## config.mk

```make
export PLATFORM = sky130hd
export DESIGN_NAME = divisor_sum_classifier_flat
export DESIGN_NICKNAME = d
export VERILOG_FILES = /design/src/rtl/divisor_sum_classifier_if.sv /design/src/rtl/divisor_sum_classifier.sv /design/src/flat_wrapper.sv
export SDC_FILE = /design/constraint.sdc
export NUM_CORES = 1
export LEC_CHECK = 0
export BUFFER_PORTS_ARGS = -buffer_cell sky130_fd_sc_hd__buf_4
export CAP_MARGIN = 20
export CELL_PAD_IN_SITES_DETAIL_PLACEMENT = 1
export CELL_PAD_IN_SITES_GLOBAL_PLACEMENT = 2
export CORE_ASPECT_RATIO = 0.8
export CORE_UTILIZATION = 25
export CTS_CLUSTER_DIAMETER = 60
export DETAILED_ROUTE_END_ITERATION = 8
export MAX_ROUTING_LAYER = met4
export PLACE_DENSITY = 0.66
export SYNTH_ARGS = -nofsm -noshare
export SYNTH_HDL_FRONTEND = slang
export SYNTH_SLANG_ARGS = --single-unit
```

## constraint.sdc

```tcl
create_clock -name clk -period 3.1 [get_ports clk]
set_input_delay 0 -clock clk [delete_from_list [all_inputs] [get_ports clk]]
set_output_delay 0 -clock clk [all_outputs]
set_load 0.02 [all_outputs]
```

## src/rtl/divisor_sum_classifier_if.sv

```systemverilog
// divisor_sum_classifier_if: start/busy/done handshake and result bus for the divisor-sum classifier
interface divisor_sum_classifier_if #(parameter int WIDTH = 14);
  logic             start;
  logic [WIDTH-1:0] num;
  logic             busy;
  logic             done;
  logic [1:0]       cls;
  logic [WIDTH+1:0] div_sum;
  modport master (output start, num, input busy, done, cls, div_sum);
  modport slave  (input start, num, output busy, done, cls, div_sum);
endinterface

```

## src/rtl/divisor_sum_classifier.sv

```systemverilog
// divisor_sum_classifier: sequential proper-divisor sum with deficient/perfect/abundant classification
module divisor_sum_classifier #(
  parameter int WIDTH      = 14,
  parameter bit EARLY_EXIT = 1'b1
) (
  input logic clk,
  input logic rst,
  divisor_sum_classifier_if.slave bus
);
  typedef enum logic [2:0] {IDLE, INIT, CHECK, SUB, TEST, FINAL} state_t;
  state_t state;
  logic [WIDTH-1:0] n, cnt, rem;
  logic [WIDTH+1:0] sum, sum_nxt, n_ext;
  assign n_ext   = {2'b00, n};
  assign sum_nxt = (rem == '0) ? sum + {2'b00, cnt} : sum;
  always_ff @(posedge clk) begin
    if (rst) begin
      state       <= IDLE;
      n           <= '0;
      cnt         <= '0;
      rem         <= '0;
      sum         <= '0;
      bus.busy    <= 1'b0;
      bus.done    <= 1'b0;
      bus.cls     <= 2'b00;
      bus.div_sum <= '0;
    end else begin
      bus.done <= 1'b0;
      case (state)
        IDLE: if (bus.start) begin
          n        <= bus.num;
          bus.busy <= 1'b1;
          state    <= INIT;
        end
        INIT: begin
          sum   <= (n > WIDTH'(1)) ? (WIDTH+2)'(1) : '0;
          cnt   <= WIDTH'(2);
          state <= CHECK;
        end
        CHECK: if (cnt > (n >> 1)) state <= FINAL;
        else begin
          rem   <= n;
          state <= SUB;
        end
        SUB: if (rem >= cnt) rem <= rem - cnt;
        else state <= TEST;
        // early exit uses the freshly updated sum, not the registered one
        TEST: begin
          sum   <= sum_nxt;
          cnt   <= cnt + WIDTH'(1);
          state <= (EARLY_EXIT && sum_nxt > n_ext) ? FINAL : CHECK;
        end
        FINAL: begin
          bus.div_sum <= sum;
          bus.cls     <= (n == '0) ? 2'b11 : (sum < n_ext) ? 2'b00 : (sum == n_ext) ? 2'b01 : 2'b10;
          bus.done    <= 1'b1;
          bus.busy    <= 1'b0;
          state       <= IDLE;
        end
        default: state <= IDLE;
      endcase
    end
  end
endmodule

```

## src/flat_wrapper.sv

```systemverilog
// flat-port wrapper written by rule: the top's interface ports become plain ports
module divisor_sum_classifier_flat 
#(
  parameter int WIDTH      = 14,
  parameter bit EARLY_EXIT = 1'b1
)
  (clk, rst, bus_start, bus_num, bus_busy, bus_done, bus_cls, bus_div_sum);
  divisor_sum_classifier_if #(.WIDTH(WIDTH)) bus_i ();
  input logic clk;
  input logic rst;
  input wire logic [$bits(bus_i.start)-1:0] bus_start;
  input wire logic [$bits(bus_i.num)-1:0] bus_num;
  output wire logic [$bits(bus_i.busy)-1:0] bus_busy;
  output wire logic [$bits(bus_i.done)-1:0] bus_done;
  output wire logic [$bits(bus_i.cls)-1:0] bus_cls;
  output wire logic [$bits(bus_i.div_sum)-1:0] bus_div_sum;
  assign bus_i.start = bus_start;
  assign bus_i.num = bus_num;
  assign bus_busy = bus_i.busy;
  assign bus_done = bus_i.done;
  assign bus_cls = bus_i.cls;
  assign bus_div_sum = bus_i.div_sum;
  divisor_sum_classifier #(.WIDTH(WIDTH), .EARLY_EXIT(EARLY_EXIT)) u_core (.clk(clk), .rst(rst), .bus(bus_i));
endmodule
```

==> results of run 1 <==
==> report_power, final <==
group | internal (uW) | switching [uW] | total, uW
combinational | 1400 | 1940 | 3330
sequential | 1160 | 150 | 1310
clock | 693 | 520 | 1210
total | 3250 | 2600 | 5860
==> routing by layer <==
metal,track usage [%],part of all wire [%],vias up
met5,-,0,-
met4,3.88,1.1,0
met3,3.71,4.9,20
met2,30.5,42,134
met1,28.0,51,2882
li1,-,-,2885
==> layout make-up <==
cell class	count	area [um2]
Clock buffer	10	250
Clock inverter	6	78.8
Fill cell	2743	15000
Inverter	43	161
Multi-Input combinational cell	584	3900
Sequential cell	81	1630
Tap cell	306	383
Timing Repair Buffer	141	1140
==> worst max-delay path by stage <==
stage                       start         endpoint  slack (ns)
finish              u_core.cnt[0]  u_core.state[2]       -0.21
global route        u_core.cnt[0]  u_core.state[2]       -0.41
CTS                 u_core.cnt[0]  u_core.state[2]       -0.29
detailed placement  u_core.cnt[0]  u_core.state[2]       -0.32
global placement    u_core.cnt[0]  u_core.state[2]       -0.27
floorplan           u_core.cnt[0]  u_core.state[2]       0.005
==> Yosys cell counts (11+ instances only) <==
cell        n
ha_1       70
a21oi_1    79
dfxtp_1    81
nand2_1   105
clkbuf_1   20
nor4_1     12
nor3_1     14
a21o_1     11
nor2_1     70
xor2_1     12
inv_1      43
nand3_1    18
a22oi_1    12
o21ai_0    43
nand4_1    13
==> sequential cells by signal, indices dropped and copies added, names as in the netlist <==
register / flops
u_core.n: 14
u_core.bus.div_sum: 16
u_core.sum: 16
u_core.cnt: 14
u_core.rem: 14
u_core.bus.cls: 2
u_core.state: 3
u_core.bus.busy: 1
u_core.bus.done: 1
==> kinds of logic (layout without fill, tap and decap cells) <==
| family | after synthesis | count (layout) | share of synthesized area (%) |
|---|---|---|---|
| AOI/OAI and AO/OA | 210 | 210 | 23.1 |
| DFF | 81 | 81 | 28.1 |
| adders and majority gates | 72 | 72 | 15.9 |
| xor gates and xnor gates | 22 | 22 | 3.34 |
| and+or+nand+nor | 268 | 268 | 21.5 |
| buffers and inverters | 72 | 200 | 5.88 |
| muxes | 12 | 12 | 2.17 |
==> timing repair <==
item	4_1_cts	5_1_grt
hold buffers	14	0
endpoints found under the hold margin	14	0
buffers inserted	6	2
endpoints found under the setup margin	3	12
gates cloned	0	2
resized for setup	5	8
pin swaps	13	7
==> metrics by stage <==
step	total power [uW]	hold slack, ns	area [um2]	util (%)
2_1_floorplan	3320	0.136	5810	-
3_3_place_gp	4330	0.255	6900	30.6
3_5_place_dp	4410	0.258	6900	30.6
4_1_cts	5690	0.0490	7450	33.0
5_1_grt	6260	0.0539	7540	33.4
6_report	5860	0.0614	7540	33.4
==> run summary, run 1 <==
WHS Path Cells: 2
Layout cells sized above 1: 21.5%
Starting Density: 25.5%
Most frequent cells in the layout: 124 x buf_4, 105 x nand2_1, 79 x a21oi_1
Post-synth EDFFs: 0
Rows: 49
CTS tree: yes
Cell area after synthesis: 0.00576 mm2
Clock buffer depth: 2
First-pass GRT wire length: 34.5 mm
Synthesized area per cell: 7.82 um2
Syn nets: 826
Worst r2r src: u_core.cnt[0]
Tcrit/Tclk final: 107%
Clk sinks: 81
Max-cap violations: 0
WS Path Type: register to register
Core area: 0.0226 mm2
CP max-delay cell: fa_2
Maximum net fanout on the critical path: 3
Fin nets: 949
H-tree Lvls: 3
Area growth from synthesis to layout: 30.9%
Inst Count DP: 1131
YS warnings: 0
Crit path capture type: register
Hold path start: rst
WP data required: 3.34 ns
WL/cell: 19.1 um
Clk_skew: 0.00895 ns
Share of Yosys cell area claimed by the top area cell type: 28.1%
Max Freq: 302 MHz
Synth Register Bits: 81
Worst R2R Path Depth: 16
Setup crit start kind: register
CTS Buf Count: 9
HPWL after DPL: 17.0 mm
Drt first pass iters: 6
Failing checks: negative setup slack
Reg clk slew, reported paths: 0.07 ns
RSZ-0062 raised after global routing: yes
Status: complete, but fails checks
Antenna violations before repair: 0
Final setup margin: -0.208 ns
PD cells: 776 mW/mm2
Slew Viols, Final: 0
Arr. time, crit path: 3.55 ns
WHS Endpoint: u_core.cnt[1]
GRT Overall Usage: 20.2%
Slew HR: 38.5%
Die area: 0.0237 mm2
CP bufs+invs: 0
Ports: 37
Clock root buffer: clkbuf_16
1st-iter DRT viols: 436
Ys async rst share: 0%
Dominant cells by area after synthesis: dfxtp_1 28%, ha_1 15%, a21oi_1 6.9%, nand2_1 6.8%, nor2_1 4.6%
Antenna-violating nets left: 0
Leakage: 0.00322 uW
Class of the worst hold path: input pin to register
Die width: 172 um
Port Buffer Count: 36
Critical Path Most Common Cell: ha_4
Number of global-route vias before repair: 6011
DP Worst Slack: -0.325 ns
N_diodes: 0
Crit path time final: 3.31 ns
Placer's final routability congestion estimate: 0.869
CP max stage delay: 0.39 ns
Synth Instances: 737
Top cell type by total area after synthesis: dfxtp_1
Worst Tran Pin Value: 0.922 ns
Peak supply drop: 0.000308 V
FF-to-FF End: u_core.state[2]
Endpoints failing setup: 3
DRC viols: 0
Non-filler instance count after layout: 1171
Critical path, cell by cell: ha_4, fa_2, a21oi_4, o2111ai_2, o211ai_2, o21a_1, o21ai_2, xor2_1, mux2_4, ha_4, nand4_1, nor4_2, a21oi_1, o21ai_1, nand3_2, a32o_1
WP depth: 16
Pin count of the biggest net entering global routing: 48
Die height: 138 um
Remaining global-route overflow: 0
Seq/Total Area, Yosys: 28.1%
Routed vias: 5921
Clk Latency, worst-skew pair: 0.36 ns
Largest delay share family, worst path: compound AO/OA/AOI/OAI gates
Synth cell types: 70
Ys flop type: dfxtp_1
Setup TNS Final: -0.496 ns
Total wire length: 22.3 mm
Vias per std cell: 5.06
Reg2reg setup slack: -0.21 ns
Final hold violation count: 0
Commonest non-fill, non-tap cell in the layout: buf_4
(Power assumes the default switching activity.)
==> run 2, diff against run 1 <==
--- a/config.mk
+++ b/config.mk
@@ -10,11 +10,11 @@
 export CELL_PAD_IN_SITES_DETAIL_PLACEMENT = 1
 export CELL_PAD_IN_SITES_GLOBAL_PLACEMENT = 2
 export CORE_ASPECT_RATIO = 0.8
-export CORE_UTILIZATION = 25
-export CTS_CLUSTER_DIAMETER = 60
+export CORE_UTILIZATION = 33
+export CTS_CLUSTER_DIAMETER = 150
 export DETAILED_ROUTE_END_ITERATION = 8
 export MAX_ROUTING_LAYER = met4
-export PLACE_DENSITY = 0.66
+export PLACE_DENSITY = 0.81
 export SYNTH_ARGS = -nofsm -noshare
 export SYNTH_HDL_FRONTEND = slang
 export SYNTH_SLANG_ARGS = --single-unit
==> run 2 against run 1 <==
The run still ends with negative setup slack left. Sequential share of layout area increased by 0.74 points. Combinational power is 6.9% lower. First-iteration DRC count shrank 11%. Critical path depth did not move. Power is 4.1% lower. Clock skew up 0.00080 ns. Global-route usage increased by 5.0 points. Largest cell class unchanged. Largest power group unchanged.
==> run summary, run 2 (synthesized netlist as in run 1, its figures left out) <==
Status: complete, but fails checks
Failing checks: negative setup slack
Starting Density: 34.3%
FF/Latch Area: 0.00163 mm2
Most frequent cells in the layout: 106 x buf_4, 105 x nand2_1, 79 x a21oi_1
CP max stage delay: 0.40 ns
CP bufs+invs: 1
WP data required: 3.35 ns
Fin nets: 930
Worst Tran Pin Value: 0.983 ns
Multi-input gate area: 0.00394 mm2
Slew HR: 34.5%
Ports: 37
Maximum net fanout on the critical path: 3
Critical Path Most Common Cell: ha_4
N_diodes: 0
Die width: 150 um
Placer's final routability congestion estimate: 0.901
Routed vias: 5842
WS Path Type: register to register
Antenna violations before repair: 0
Tcrit/Tclk final: 104%
Area growth from synthesis to layout: 26.6%
Reg clk slew, reported paths: 0.07 ns
RSZ-0062 raised after global routing: yes
Endpoints failing setup: 3
CTS tree: yes
PD cells: 770 mW/mm2
Max Freq: 309 MHz
DRC viols: 0
CP max-delay cell: fa_2
Final hold violation count: 0
Core area: 0.0168 mm2
First-pass GRT wire length: 33.4 mm
Filler instances: 2028
Leakage: 0.00311 uW
H-tree Lvls: 3
Remaining global-route overflow: 0
Total Power: 5620 uW
Crit path capture type: register
WL/cell: 19.7 um
HPWL after DPL: 15.9 mm
Vias per std cell: 5.48
Critical path, cell by cell: ha_4, fa_2, a21oi_4, o2111ai_2, o211ai_2, o21a_1, buf_4, xnor2_2, mux2_4, ha_4, nand4_1, nor4_2, a21oi_1, o21ai_2, nand3_2, a32o_1
Commonest non-fill, non-tap cell in the layout: buf_4
Slew Viols, Final: 0
Peak supply drop: 0.000331 V
Largest delay share family, worst path: compound AO/OA/AOI/OAI gates
CTS Buf Count: 9
Clock root buffer: clkbuf_16
Number of global-route vias before repair: 5970
Clk_skew: 0.00974 ns
Setup crit start kind: register
Rows: 42
Die height: 120 um
GRT Overall Usage: 25.2%
Placed instance area: 0.00668 mm2
Max-cap violations: 0
1st-iter DRT viols: 389
Final setup margin: -0.138 ns
Crit path time final: 3.24 ns
Class of the worst hold path: input pin to register
Clk sinks: 81
Die area: 0.0180 mm2
Clock buffer depth: 2
Largest regs: u_core.bus.div_sum x16, u_core.sum x16
Total wire length: 21.0 mm
Clk Latency, worst-skew pair: 0.36 ns
Fin area: 0.00730 mm2
Pin count of the biggest net entering global routing: 57
Arr. time, crit path: 3.49 ns
Layout cells sized above 1: 19.9%
Antenna-violating nets left: 0
Port Buffer Count: 36
Drt first pass iters: 5
run 2: timing repair:
item	CTS	global route
resized for setup	13	9
buffers inserted	5	1
cloned	0	0
setup endpoints to repair	3	5
hold buffers	15	0
hold endpoints to repair	16	0
pin swaps	14	4
run 2: report_power, final:
part           switching, uW  internal (uW)
logic                   1850           1260
clock network            492            710
registers                149           1160
total                   2490           3130
run 2: layout make-up:
type / instances / share of cell area, %
clock buffer: 10 / 3.14
sequential: 81 / 22.3
timing repair buffer: 122 / 13.2
multi-input combinational: 584 / 54.1
inverter: 43 / 2.21
clock inverter: 6 / 1.25
tap: 220 / 3.77
run 2: through the flow:
step                      std cells  util [%]  TNS, ns  setup slack, ns  hold WS (ns)
after global placement         1029      39.7   -0.291           -0.140         0.248
final                          1066      43.4   -0.301           -0.138         0.168
after floorplan                 737         -        0          0.00504         0.136
after detailed placement       1029      39.7   -0.853           -0.339         0.256
after global routing           1066      43.4   -0.789           -0.277         0.198
after CTS                      1065      43.2   -0.514           -0.210         0.146
run 2: worst paths after layout:
path	from	endpoint	slack [ns]	cells after the start
max	u_core.cnt[0]	u_core.state[2]	-0.14	16
min	bus_start	u_core.state[0]	0.17	4
max reg2reg	u_core.cnt[0]	u_core.state[2]	-0.14	16
min reg2reg	u_core.bus.div_sum[3]	u_core.bus.div_sum[3]	0.46	2
run 2: metal layers:
metal / vias to the layer above / global-route usage, % / wire, um
li1: 2847 / - / -
met1: 2828 / 34.4 / 10500
met2: 131 / 38.3 / 9160
met3: 36 / 4.30 / 901
met4: 0 / 6.82 / 447
met5: - / - / 0
run 2: tightest hold or removal path, stage by stage:
cell	delay, ns
buf_4	0.12
o41ai_1	0.10
nor3_1	0.15
a21o_1	0.13
==> run 3, diff against run 2 <==
--- a/config.mk
+++ b/config.mk
@@ -10,11 +10,11 @@
 export CELL_PAD_IN_SITES_DETAIL_PLACEMENT = 1
 export CELL_PAD_IN_SITES_GLOBAL_PLACEMENT = 2
 export CORE_ASPECT_RATIO = 0.8
-export CORE_UTILIZATION = 33
+export CORE_UTILIZATION = 40
 export CTS_CLUSTER_DIAMETER = 150
 export DETAILED_ROUTE_END_ITERATION = 8
 export MAX_ROUTING_LAYER = met4
-export PLACE_DENSITY = 0.81
+export PLACE_DENSITY = 0.92
 export SYNTH_ARGS = -nofsm -noshare
 export SYNTH_HDL_FRONTEND = slang
 export SYNTH_SLANG_ARGS = --single-unit
==> constraint.sdc (replaced) <==
create_clock -name clk -period 4 [get_ports clk]
set_input_delay 0 -clock clk [delete_from_list [all_inputs] [get_ports clk]]
set_output_delay 0 -clock clk [all_outputs]
set_load 0.02 [all_outputs]
==> run 3 against run 2 <==
The flow now finishes without violations. Clock-buffer cell count is the same. Non-clock buffer count shrank 63. First-iteration DRC count grew 2.8%. Critical path depth shrank 1. Combinational power shrank 32%. Flip-flop and latch count is the same. Global-route usage grew 2.1 points. Worst setup slack gained 0.37 ns.
==> run summary, run 3 (synthesized netlist as in run 1, its figures left out) <==
Number of global-route vias before repair: 5490
Commonest non-fill, non-tap cell in the layout: nand2_1
CTS tree: yes
Largest regs: u_core.bus.div_sum x16, u_core.sum x16
Setup TNS Final: 0 ns
Die height: 109 um
Maximum net fanout on the critical path: 6
Die width: 136 um
Filler instances: 1708
Slew Viols, Final: 0
Final hold violation count: 0
Ports: 37
WP data required: 4.24 ns
Crit path time final: 3.76 ns
1st-iter DRT viols: 400
Drt first pass iters: 5
Most frequent cells in the layout: 105 x nand2_1, 81 x dfxtp_1, 79 x a21oi_1
RSZ-0062 raised after global routing: no
HPWL after DPL: 14.2 mm
Total wire length: 18.9 mm
Clk_skew: 0.00681 ns
Reg clk slew, reported paths: 0.07 ns
DRC viols: 0
Status: finished, final reports clean
Rows: 38
Port Buffer Count: 36
Antenna-violating nets left: 0
Tcrit/Tclk final: 94.1%
WL/cell: 19.6 um
H-tree Lvls: 3
Leakage: 0.00274 uW
Fin nets: 867
Starting Density: 41.8%
Area growth from synthesis to layout: 14.2%
Max-cap violations: 0
GRT Overall Usage: 27.3%
Endpoints failing setup: 0
Core area: 0.0138 mm2
Remaining global-route overflow: 0
WS Path Type: register to register
Peak supply drop: 0.000266 V
Routed vias: 5575
Placer's final routability congestion estimate: 0.997
Post-CTS Setup Bufs: 0
Arr. time, crit path: 4.00 ns
Max Freq: 266 MHz
Worst Tran Pin Value: 0.990 ns
Class of the worst hold path: input pin to register
Non-filler instance count after layout: 962
Clock root buffer: clkbuf_16
PD cells: 603 mW/mm2
Pin count of the biggest net entering global routing: 78
Clk sinks: 81
Clock buffer depth: 2
Crit path capture type: register
Setup crit start kind: register
First-pass GRT wire length: 29.7 mm
Fin util: 47.7%
Clk Latency, worst-skew pair: 0.35 ns
Layout cells sized above 1: 11.0%
CTS Buf Count: 9
Die area: 0.0149 mm2
Inst Count DP: 933
Slew HR: 33.8%
Vias per std cell: 5.80
Antenna violations before repair: 0
N_diodes: 0
## run 3: cell types whose count changed in the layout (fill, tap and decap cells not counted), sizes merged
cell,delta
dlygate4sd3,-1
clkinv,-1
bufinv,-1
clkinvlp,+2
inv,-1
buf,-62
## run 3: worst max-delay path, stage by stage (launching register included)
cell      delay (ns)
dfxtp_1         0.49
ha_1            0.31
a211oi_1        0.29
o21ai_1         0.13
a31o_2          0.28
a31o_2          0.25
a31oi_1         0.21
xor2_1          0.22
o21ai_0         0.11
ha_1            0.34
nand4_1         0.12
nor4_2          0.31
a21oi_1         0.08
o21ai_0         0.15
nand3_2         0.13
a32o_1          0.23
## run 3: path summary, 6_finish.rpt
kind / startpoint / cells after the start / slack (ns) / to
worst max register to register: u_core.sum[1] / 15 / 0.24 / u_core.state[2]
worst min-delay path: bus_start / 4 / 0.17 / u_core.state[0]
worst max-delay path: u_core.sum[1] / 15 / 0.24 / u_core.state[2]
worst min register to register: u_core.bus.div_sum[6] / 2 / 0.46 / u_core.bus.div_sum[6]
## run 3: what timing repair did
item,in CTS,in global routing
hold buffers,14,0
resized for setup,0,1
hold endpoints to repair,14,0
setup endpoints to repair,0,1
## run 3: cell type report
class / instances / area [um2] / share of cell area [%]
well taps: 180 / 225 / 3.42
multi-input cells: 584 / 3810 / 57.9
inverters: 43 / 161 / 2.45
clock buffers: 10 / 229 / 3.48
repair buffers: 59 / 478 / 7.26
clock inverters: 5 / 57.6 / 0.875
flip-flops and latches: 81 / 1620 / 24.6
## run 3: metrics by stage
step / hold WS [ns] / setup WS (ns) / total power [uW] / instance area, um2
2_1_floorplan: 0.136 / 0.708 / 2560 / 5760
3_3_place_gp: 0.246 / 0.454 / 3020 / 6150
3_5_place_dp: 0.259 / 0.279 / 3090 / 6150
4_1_cts: 0.155 / 0.219 / 3960 / 6580
5_1_grt: 0.246 / 0.0140 / 4240 / 6580
6_report: 0.174 / 0.236 / 3970 / 6580
## run 3: power by group
part	total, uW	internal (uW)	switching (uW)
Sequential	1010	899	113
Clock	838	479	358
Combinational	2120	784	1330
## run 3: layer usage
layer	vias up	wire (um)	GRT usage, %
met1	2677	9480	37.2
li1	2730	-	-
met4	0	284	6.59
met3	22	825	4.15
met2	146	8280	42.5
met5	-	0	-
